--- src/rtl/wb_write_arbiter_pkg.sv ---
// Shared types and constants for the writeback-port arbiter.
//   REG_AW / REG_DW : register address and data widths
//   ZERO_REG        : architectural zero register (writes to it are dropped)
//   pend_entry_t    : one pending multi-cycle write {valid, rd, data}
//   rd_onehot()     : one-hot decode of a register address
package wb_write_arbiter_pkg;

    localparam int unsigned REG_AW = 5;
    localparam int unsigned REG_DW = 32;
    localparam int unsigned NUM_REGS = 32;

    localparam logic [REG_AW-1:0] ZERO_REG = '0;

    typedef struct packed {
        logic              valid;
        logic [REG_AW-1:0] rd;
        logic [REG_DW-1:0] data;
    } pend_entry_t;

    function automatic logic [NUM_REGS-1:0] rd_onehot(input logic [REG_AW-1:0] rd);
        return NUM_REGS'(1) << rd;
    endfunction

endpackage

--- src/rtl/wb_pend_fifo.sv ---
// Pending-write FIFO for multi-cycle unit results.
// Ports:
//   clk_i, rst_i          : clock, synchronous active-high reset
//   push_i, push_rd_i,
//   push_data_i           : enqueue a valid entry at the write pointer
//   pop_i                 : retire the head entry (valid or squashed)
//   squash_i, squash_rd_i : clear valid on every entry whose rd matches
//   head_o                : entry at the read pointer
//   empty_o, full_o       : occupancy flags from registered count
//   busy_mask_o           : OR of one-hot(rd) over all valid entries
module wb_pend_fifo
    import wb_write_arbiter_pkg::*;
#(
    parameter int unsigned DEPTH = 2
) (
    input  logic                clk_i,
    input  logic                rst_i,
    input  logic                push_i,
    input  logic [REG_AW-1:0]   push_rd_i,
    input  logic [REG_DW-1:0]   push_data_i,
    input  logic                pop_i,
    input  logic                squash_i,
    input  logic [REG_AW-1:0]   squash_rd_i,
    output pend_entry_t         head_o,
    output logic                empty_o,
    output logic                full_o,
    output logic [NUM_REGS-1:0] busy_mask_o
);

    localparam int unsigned PTR_W = (DEPTH > 1) ? $clog2(DEPTH) : 1;
    localparam int unsigned CNT_W = $clog2(DEPTH + 1);

    pend_entry_t        mem_q [DEPTH];
    pend_entry_t        mem_d [DEPTH];
    logic [PTR_W-1:0]   rd_ptr_q, rd_ptr_d;
    logic [PTR_W-1:0]   wr_ptr_q, wr_ptr_d;
    logic [CNT_W-1:0]   count_q, count_d;

    assign head_o  = mem_q[rd_ptr_q];
    assign empty_o = (count_q == '0);
    assign full_o  = (count_q == CNT_W'(DEPTH));

    // Next state: squash first, then pop and push (never the same slot while
    // pushing is allowed, since push only happens when not full).
    always_comb begin
        mem_d    = mem_q;
        rd_ptr_d = rd_ptr_q;
        wr_ptr_d = wr_ptr_q;

        for (int unsigned i = 0; i < DEPTH; i++) begin
            if (squash_i && mem_q[i].valid && (mem_q[i].rd == squash_rd_i)) begin
                mem_d[i].valid = 1'b0;
            end
        end

        if (pop_i) begin
            mem_d[rd_ptr_q].valid = 1'b0;
            rd_ptr_d              = rd_ptr_q + PTR_W'(1);
        end

        if (push_i) begin
            mem_d[wr_ptr_q] = '{valid: 1'b1, rd: push_rd_i, data: push_data_i};
            wr_ptr_d        = wr_ptr_q + PTR_W'(1);
        end

        count_d = count_q + CNT_W'(push_i) - CNT_W'(pop_i);
    end

    always_ff @(posedge clk_i) begin
        if (rst_i) begin
            mem_q    <= '{default: '0};
            rd_ptr_q <= '0;
            wr_ptr_q <= '0;
            count_q  <= '0;
        end else begin
            mem_q    <= mem_d;
            rd_ptr_q <= rd_ptr_d;
            wr_ptr_q <= wr_ptr_d;
            count_q  <= count_d;
        end
    end

    // Hazard mask from registered entries only.
    always_comb begin
        busy_mask_o = '0;
        for (int unsigned i = 0; i < DEPTH; i++) begin
            if (mem_q[i].valid) begin
                busy_mask_o = busy_mask_o | rd_onehot(mem_q[i].rd);
            end
        end
    end

endmodule

--- src/rtl/wb_write_arbiter.sv ---
// Register-file write-port arbiter: the writeback stage always wins, the
// multi-cycle unit's results wait in a small pending FIFO.
// Optional starvation guard: define WB_STARVE_GUARD_EN to build the counter
// that raises PipeStall; otherwise PipeStall is tied low.
// Ports:
//   RegClk, Reset                 : clock, synchronous active-high reset
//   WBRd, WBData, WBRegWrite      : writeback-stage write request
//   MDValid, MDRd, MDData/MDReady : multi-cycle unit valid/ready handshake
//   RFWrEn, RFWrAddr, RFWrData    : registered register-file write
//   BusyMask                      : registers with pending buffered writes
//   PipeStall                     : registered pipeline freeze request
module wb_write_arbiter
    import wb_write_arbiter_pkg::*;
#(
    parameter int unsigned DEPTH        = 2,
    parameter int unsigned STARVE_LIMIT = 4
) (
    input  logic                RegClk,
    input  logic                Reset,
    input  logic [REG_AW-1:0]   WBRd,
    input  logic [REG_DW-1:0]   WBData,
    input  logic                WBRegWrite,
    input  logic                MDValid,
    input  logic [REG_AW-1:0]   MDRd,
    input  logic [REG_DW-1:0]   MDData,
    output logic                MDReady,
    output logic                RFWrEn,
    output logic [REG_AW-1:0]   RFWrAddr,
    output logic [REG_DW-1:0]   RFWrData,
    output logic [NUM_REGS-1:0] BusyMask,
    output logic                PipeStall
);

    if (DEPTH < 2 || (DEPTH & (DEPTH - 1)) != 0) begin : g_bad_depth
        $error("wb_write_arbiter: DEPTH must be a power of two >= 2");
    end
    if (STARVE_LIMIT < 1) begin : g_bad_limit
        $error("wb_write_arbiter: STARVE_LIMIT must be >= 1");
    end

    pend_entry_t        head;
    logic               fifo_empty;
    logic               fifo_full;
    logic               wb_live;
    logic               md_accept;
    logic               md_push;
    logic               fifo_pop;
    logic               buf_grant;

    logic               alive_q;
    logic               wr_en_q, wr_en_d;
    logic [REG_AW-1:0]  wr_addr_q, wr_addr_d;
    logic [REG_DW-1:0]  wr_data_q, wr_data_d;

    // alive_q keeps MDReady low for the reset cycle and the one after it.
    assign MDReady   = alive_q && !fifo_full;
    assign wb_live   = WBRegWrite && (WBRd != ZERO_REG);
    assign md_accept = MDValid && MDReady;
    assign md_push   = md_accept && (MDRd != ZERO_REG);
    assign fifo_pop  = !fifo_empty && !wb_live;
    assign buf_grant = fifo_pop && head.valid;

    wb_pend_fifo #(
        .DEPTH (DEPTH)
    ) u_fifo (
        .clk_i       (RegClk),
        .rst_i       (Reset),
        .push_i      (md_push),
        .push_rd_i   (MDRd),
        .push_data_i (MDData),
        .pop_i       (fifo_pop),
        .squash_i    (wb_live),
        .squash_rd_i (WBRd),
        .head_o      (head),
        .empty_o     (fifo_empty),
        .full_o      (fifo_full),
        .busy_mask_o (BusyMask)
    );

    // Grant mux: WB first, then a valid head; a squashed head pops silently.
    always_comb begin
        wr_en_d   = 1'b0;
        wr_addr_d = wr_addr_q;
        wr_data_d = wr_data_q;
        if (wb_live) begin
            wr_en_d   = 1'b1;
            wr_addr_d = WBRd;
            wr_data_d = WBData;
        end else if (buf_grant) begin
            wr_en_d   = 1'b1;
            wr_addr_d = head.rd;
            wr_data_d = head.data;
        end
    end

    always_ff @(posedge RegClk) begin
        if (Reset) begin
            alive_q   <= 1'b0;
            wr_en_q   <= 1'b0;
            wr_addr_q <= '0;
            wr_data_q <= '0;
        end else begin
            alive_q   <= 1'b1;
            wr_en_q   <= wr_en_d;
            wr_addr_q <= wr_addr_d;
            wr_data_q <= wr_data_d;
        end
    end

    assign RFWrEn   = wr_en_q;
    assign RFWrAddr = wr_addr_q;
    assign RFWrData = wr_data_q;

`ifdef WB_STARVE_GUARD_EN
    localparam int unsigned STV_W = $clog2(STARVE_LIMIT + 1);

    logic [STV_W-1:0] starve_q, starve_d;
    logic             stall_q, stall_d;
    logic             md_wrote_q;

    // Counts cycles a valid head loses to WB; saturates at the limit. A
    // squashed head also clears it so a stall never waits on a dead entry.
    always_comb begin
        starve_d = starve_q;
        if (fifo_empty || !head.valid || buf_grant) begin
            starve_d = '0;
        end else if (wb_live && (starve_q < STV_W'(STARVE_LIMIT))) begin
            starve_d = starve_q + STV_W'(1);
        end

        stall_d = stall_q;
        if (starve_q >= STV_W'(STARVE_LIMIT)) begin
            stall_d = 1'b1;
        end else if (stall_q && (md_wrote_q || !head.valid)) begin
            stall_d = 1'b0;
        end
    end

    always_ff @(posedge RegClk) begin
        if (Reset) begin
            starve_q   <= '0;
            stall_q    <= 1'b0;
            md_wrote_q <= 1'b0;
        end else begin
            starve_q   <= starve_d;
            stall_q    <= stall_d;
            md_wrote_q <= buf_grant;
        end
    end

    assign PipeStall = stall_q;
`else
    assign PipeStall = 1'b0;
`endif

endmodule

--- config.mk ---
export PLATFORM = sky130hd
export DESIGN_NAME = wb_write_arbiter
export DESIGN_NICKNAME = d
export VERILOG_FILES = /design/src/rtl/wb_write_arbiter_pkg.sv /design/src/rtl/wb_pend_fifo.sv /design/src/rtl/wb_write_arbiter.sv
export SDC_FILE = /design/constraint.sdc
export NUM_CORES = 1
export LEC_CHECK = 0
export CAP_MARGIN = 5
export CORE_MARGIN = 2
export CORE_UTILIZATION = 35
export DETAILED_ROUTE_END_ITERATION = 7
export DONT_BUFFER_PORTS = 1
export PLACE_DENSITY = 0.62
export SLEW_MARGIN = 20
export SYNTH_ARGS = -nofsm -noshare
export SYNTH_HDL_FRONTEND = slang
export SYNTH_SLANG_ARGS = --single-unit
export TNS_END_PERCENT = 5
--- constraint.sdc ---
create_clock -name RegClk -period 1.6 [get_ports RegClk]
set_input_delay 0 -clock RegClk [delete_from_list [all_inputs] [get_ports RegClk]]
set_output_delay 0 -clock RegClk [all_outputs]
set_load 0.005 [all_outputs]
==> results of run 1 <==
-- through the flow --
| stage | setup TNS, ns | hold slack (ns) | power [mW] |
|---|---|---|---|
| floorplan | -0.106 | 0.130 | 4.39 |
| global placement | -0.136 | 0.0670 | 4.78 |
| detailed placement | -0.281 | 0.0692 | 4.84 |
| CTS | -0.537 | 0.0125 | 8.72 |
| global route | -0.822 | 0.0215 | 9.04 |
| finish | 0 | 0.0301 | 8.66 |
-- where the power goes --
| group | internal [mW] | switching (mW) | leakage, nW |
|---|---|---|---|
| combinational | 0.789 | 0.852 | 1.63 |
| sequential | 3.18 | 0.173 | 0.975 |
| clock | 2.37 | 1.29 | 0.275 |
-- worst max-delay path: stages, from the launching register on --
cell and delay (ns):
dfxtp_1 0.32, inv_1 0.12, o211ai_4 0.11, or3_2 0.46, buf_6 0.21, a31o_2 0.26
-- placed cells by master (no fill, tap or decap), drive strengths merged, types with 4 or more instances in the layout --
| cell type | instances |
|---|---|
| nor4 | 36 |
| nand2 | 117 |
| o22ai | 67 |
| nor2b | 4 |
| dfxtp | 119 |
| nor2 | 10 |
| xor2 | 4 |
| mux2i | 78 |
| xnor2 | 8 |
| inv | 5 |
| buf | 33 |
| dlygate4sd3 | 76 |
| o21ai | 7 |
| clkbuf | 20 |
| nand3 | 13 |
| mux2 | 37 |
| nand3b | 5 |
| a31o | 34 |
| clkinv | 4 |
-- kinds of logic (layout without fill, tap and decap cells) --
kind of cell	Yosys count	in the layout	share of synthesized area (%)
AND/OR/NAND/NOR	199	199	16.2
flip-flops	119	119	41.2
AO/OA/AOI/OAI	116	116	14.4
multiplexers	115	115	20.7
buffers and inverters	71	144	5.17
XOR/XNOR	12	12	1.82
adder cells (fa/ha/maj)	2	2	0.433
other	1	2	0.0648
-- worst max path at each step --
stage	cells after the start	start	end
floorplan	9	WBRd[0]	u_fifo.count_q[1]
global placement	9	WBRd[0]	u_fifo.count_q[1]
detailed placement	9	WBRd[0]	u_fifo.count_q[1]
CTS	3	u_fifo.mem_q[36]	BusyMask[16]
global route	5	u_fifo.count_q[1]	u_fifo.mem_q[39]
finish	5	u_fifo.count_q[1]	u_fifo.mem_q[39]
-- state kept, by name, indices dropped and copies added, names as in the netlist --
name             cells
RFWrAddr             5
RFWrData            32
u_fifo.mem_q        76
RFWrEn               1
u_fifo.rd_ptr_q      1
u_fifo.count_q       2
u_fifo.wr_ptr_q      1
alive_q              1
-- routing by layer --
layer,vias to the layer above,part of all wire [%],track usage [%]
met5,-,0,0
met4,0,1.9,7.65
met3,26,6.6,6.70
met2,172,50,34.7
met1,2492,41,22.0
li1,2436,-,-
-- area by class of cell --
cell class / instances / area [um^2] / share of cell area [%]
timing repair buffer: 110 / 1120 / 14.7
tap: 216 / 270 / 3.54
clock inverter: 9 / 103 / 1.34
multi-input combinational: 445 / 3260 / 42.7
sequential: 119 / 2390 / 31.3
antenna: 1 / 2.50 / 0.0328
clock buffer: 20 / 467 / 6.11
inverter: 5 / 21.3 / 0.279
-- what timing repair did --
action                                  CTS  global route
hold buffers                             77             0
pin swaps                                 0             2
resized for setup                        10            26
endpoints found under the setup margin   36            98
hold endpoints to repair                119             0
setup buffers                             0             1
==> flow_metrics.env, run 1 <==
export IMPL_min_from="WBRd[1]"
export IMPL_dp_slack_ns=-0.119
export IMPL_place_gp_congestion=0.936
export IMPL_nFillCells=1545
export IMPL_io_pin_count=150
export IMPL_synth_edf_count=0
export IMPL_avgSynthCellArea_um2=9.11
export IMPL_netlist_cell_type_count=41
export IMPL_synth_common_cells="dfxtp_1 (119), nand2_1 (116), mux2i_1 (78)"
export IMPL_leakage_nw=2.89
export IMPL_drive_above_1_share_pct=24.9
export IMPL_start_util_pct=36.2
export IMPL_r2r_cells=5
export IMPL_die_w_um=133
export IMPL_grt_max_degree=44
export IMPL_setup_violations=0
export IMPL_place_inst=817
export IMPL_r2r_slack_ns=0.006
export IMPL_die_h_um=133
export IMPL_final_area_mm2=0.00764
export IMPL_h_tree_depth=4
export IMPL_synth_area_leaders="dfxtp_1 (41%), mux2i_1 (13%), nand2_1 (7.5%)"
export IMPL_end_kind="register"
export IMPL_hpwl_um=11100
export IMPL_synth_top_area_share_pct=41.2
export IMPL_grt_pass1_wl_um=27700
export IMPL_first_pass_iters=5
export IMPL_fin_ws_ns=0.00564
export IMPL_cts_clk_slew_worst_paths_ns=0.05
export IMPL_routed_wl_um=17200
export IMPL_postPlaceCellArea_mm2=0.00613
export IMPL_cap_violations=0
export IMPL_cts_made_buffers=17
export IMPL_dieArea_mm2=0.0176
export IMPL_drt_antenna_violating_nets=0
export IMPL_rsz0062_at_grt="yes"
export IMPL_synth_async_reset_ratio_pct=0
export IMPL_cts_root_buf="clkbuf_16"
export IMPL_max_freq_mhz=627
export IMPL_rows=46
export IMPL_worstHoldPathCells=4
export IMPL_clock_skew_ns=0.00878
export IMPL_grt_pass1_vias=5408
export IMPL_via_per_inst=5.54
export IMPL_ys_seq_area_share_pct=41.2
export IMPL_syn_nets=715
export IMPL_cp_max_fo=22
export IMPL_r2r_end="u_fifo.mem_q[39]"
export IMPL_power_density_mw_per_mm2=1130
export IMPL_avgRoutedWirePerCell_um=18.6
export IMPL_hp_class="primary input to register"
export IMPL_status="completed"
export IMPL_post_route_util_pct=47.7
export IMPL_cp_data_required_time_ns=1.90
export IMPL_area_growth_pct=32.0
export IMPL_finalHoldViolCount=0
export IMPL_fin_crit_ns=1.59
export IMPL_coreArea_mm2=0.0160
export IMPL_ys_warn_count=0
export IMPL_portBuffers=0
export IMPL_drv_slew=0
export IMPL_yosysTopAreaCell="dfxtp_1"
export IMPL_antenna_found_initial=1
export IMPL_drcViolationCount=0
export IMPL_cts_tree="built"
export IMPL_syn_cell_area_mm2=0.00578
export IMPL_crit_reg2reg_launch="u_fifo.count_q[1]"
export IMPL_overflow=0
export IMPL_insertion_delay_ns=0.41
export IMPL_drtIter0Drc=278
export IMPL_vdd_drop_max_uv=687
export IMPL_nNetsFinal=778
export IMPL_arrival_ns=1.89
export IMPL_grt_use_total_pct=19.7
export IMPL_post_route_period_util_pct=99.6
export IMPL_synthCells=635
export IMPL_finalNonFillerCells=925
export IMPL_max_clock_path_buffers=2
export IMPL_yosysMostFrequentCell="dfxtp_1"
export IMPL_cts_sinks=119
export IMPL_start_kind="register"
export IMPL_criticalPathCategory="register to register"
export IMPL_holdPathEnd="u_fifo.rd_ptr_q"
export IMPL_synth_ff_type="dfxtp_1"
export IMPL_vias=5126
export IMPL_synth_seq_cells=119
Power figures use the tool's default switching activity.
==> inputs of run 2 (changes only) <==
- CORE_MARGIN: 2 -> 5
- CORE_UTILIZATION: 35 -> 57
- PLACE_DENSITY: 0.62 -> 0.86
==> run 2 against run 1 <==
Design area down 0.33%. Clock-buffer cell count up 3. Non-clock buffer count up 1. The run now ends with setup timing left. Final cell count down 8.8%. Global-route usage up 9.0 points. Utilization up 30 points.
==> flow_metrics.env, run 2 (synthesis results as in run 1) <==
export IMPL_arrival_ns=1.64
export IMPL_portBuffers=0
export IMPL_setup_tns_final_ns=-0.210
export IMPL_max_clock_path_buffers=2
export IMPL_switching_power_mw=2.35
export IMPL_seq_power_share_pct=38.3
export IMPL_largest_reg_flops=76
export IMPL_vdd_drop_max_uv=777
export IMPL_grt_max_degree=62
export IMPL_h_tree_depth=4
export IMPL_layout_commonest_cell="nand2_1"
export IMPL_die_w_um=111
export IMPL_drcViolationCount=0
export IMPL_area_growth_pct=31.6
export IMPL_start_kind="register"
export IMPL_setup_violations=9
export IMPL_start_util_pct=58.9
export IMPL_cts_clk_slew_worst_paths_ns=0.06
export IMPL_first_pass_iters=5
export IMPL_intPower_mw=6.45
export IMPL_fin_crit_ns=1.64
export IMPL_dieArea_mm2=0.0123
export IMPL_layout_common_cells="nand2_1 (115), dfxtp_1 (109), mux2i_1 (78), dlygate4sd3_1 (78), o22ai_1 (48)"
export IMPL_nNetsFinal=779
export IMPL_r2r_cells=6
export IMPL_criticalPathCategory="register to output port"
export IMPL_post_route_util_pct=77.5
export IMPL_cap_violations=0
export IMPL_io_pin_count=150
export IMPL_diodes=0
export IMPL_grt_pass1_vias=5762
export IMPL_worstHoldPathCells=4
export IMPL_avgRoutedWirePerCell_um=21.7
export IMPL_status="complete, but fails checks"
export IMPL_vias=5434
export IMPL_cts_tree="built"
export IMPL_cp_data_required_time_ns=1.60
export IMPL_insertion_delay_ns=0.51
export IMPL_max_freq_mhz=609
export IMPL_drv_slew=0
export IMPL_postPlaceCellArea_mm2=0.00598
export IMPL_cts_made_buffers=17
export IMPL_place_gp_congestion=0.900
export IMPL_netSwitchingFraction_pct=26.7
export IMPL_hpwl_um=10300
export IMPL_violations="setup timing"
export IMPL_overflow=0
export IMPL_drt_antenna_violating_nets=0
export IMPL_power_density_mw_per_mm2=1160
export IMPL_top_register="u_fifo.mem_q"
export IMPL_final_area_mm2=0.00761
export IMPL_antenna_found_initial=0
export IMPL_cts_sinks=119
export IMPL_leakage_nw=2.91
export IMPL_rsz0062_at_grt="yes"
export IMPL_grt_pass1_wl_um=29000
export IMPL_pwr_share_comb_pct=18.9
export IMPL_drtIter0Drc=525
export IMPL_hp_class="primary input to register"
export IMPL_power_total_mw=8.80
export IMPL_fin_ws_ns=-0.0425
export IMPL_clock_skew_ns=0.00567
export IMPL_post_route_period_util_pct=103
export IMPL_routed_wl_um=18300
export IMPL_cp_max_fo=7
export IMPL_end_kind="output port"
export IMPL_cts_root_buf="clkbuf_8"
export IMPL_die_h_um=111
export IMPL_via_per_inst=6.44
export IMPL_clkPwrFrac_pct=42.8
export IMPL_drive_above_1_share_pct=25.9
export IMPL_grt_use_total_pct=28.7
export IMPL_finalHoldViolCount=0
export IMPL_coreArea_mm2=0.00982
export IMPL_rows=36
-- run 2: cell count changes in the layout (fill, tap and decap cells not counted), sizes merged --
cell / before / now
bufinv: 2 / 3
clkbuf: 20 / 23
dlymetal6s4s: 1 / 2
clkinvlp: 3 / 1
dlygate4sd3: 76 / 78
diode: 1 / 0
buf: 33 / 31
-- run 2: critical path, stage by stage (launching register included) --
cell and delay, ns:
dfxtp_1 0.35, buf_4 0.17, nor2b_2 0.17, nand3_2 0.19
o22ai_2 0.25
-- run 2: repair_timing --
action                     CTS  global route
hold buffers                80             0
buffers inserted             2             0
setup endpoints to repair   61            82
pin swaps                    5             4
resized for setup           27            30
hold endpoints to repair   119             0
-- run 2: power groups by stage --
stage	Clock [mW]	Sequential [mW]	Combinational (mW)
after CTS	3.80	3.34	1.58
after floorplan	0	3.33	1.06
after global routing	3.98	3.38	1.76
after global placement	0	3.39	1.33
after detailed placement	0	3.40	1.37
final	3.77	3.37	1.66
-- run 2: metal layers --
metal / track usage, % / up-vias / share of wire [%]
met4: 14.9 / 0 / 2.8
met1: 31.2 / 2611 / 37
met3: 7.53 / 61 / 7.7
met2: 51.0 / 314 / 53
li1: - / 2448 / -
met5: 0 / - / 0
-- run 2: layout make-up --
class,count,area (um^2)
clock buffer,23,467
clock inverter,8,121
fill,608,2210
inverter,5,21.3
multi-input combinational,445,3300
sequential,119,2400
tap,133,166
timing repair buffer,111,1130
-- run 2: through the flow --
stage	setup slack (ns)	std cells	hold slack, ns
after floorplan	-0.106	635	0.130
after global placement	-0.116	731	0.0655
after detailed placement	-0.123	731	0.0662
after CTS	-0.0355	844	0.0528
after global routing	-0.159	844	0.0749
final	-0.0425	844	0.0667
-- run 2: final timing paths --
| check | from | end | slack, ns |
|---|---|---|---|
| max | u_fifo.mem_q[72] | BusyMask[15] | -0.04 |
| min | MDValid | u_fifo.mem_q[23] | 0.07 |
| max reg2reg | u_fifo.count_q[0] | RFWrData[6] | 0.04 |
| min reg2reg | u_fifo.mem_q[26] | u_fifo.mem_q[26] | 0.46 |
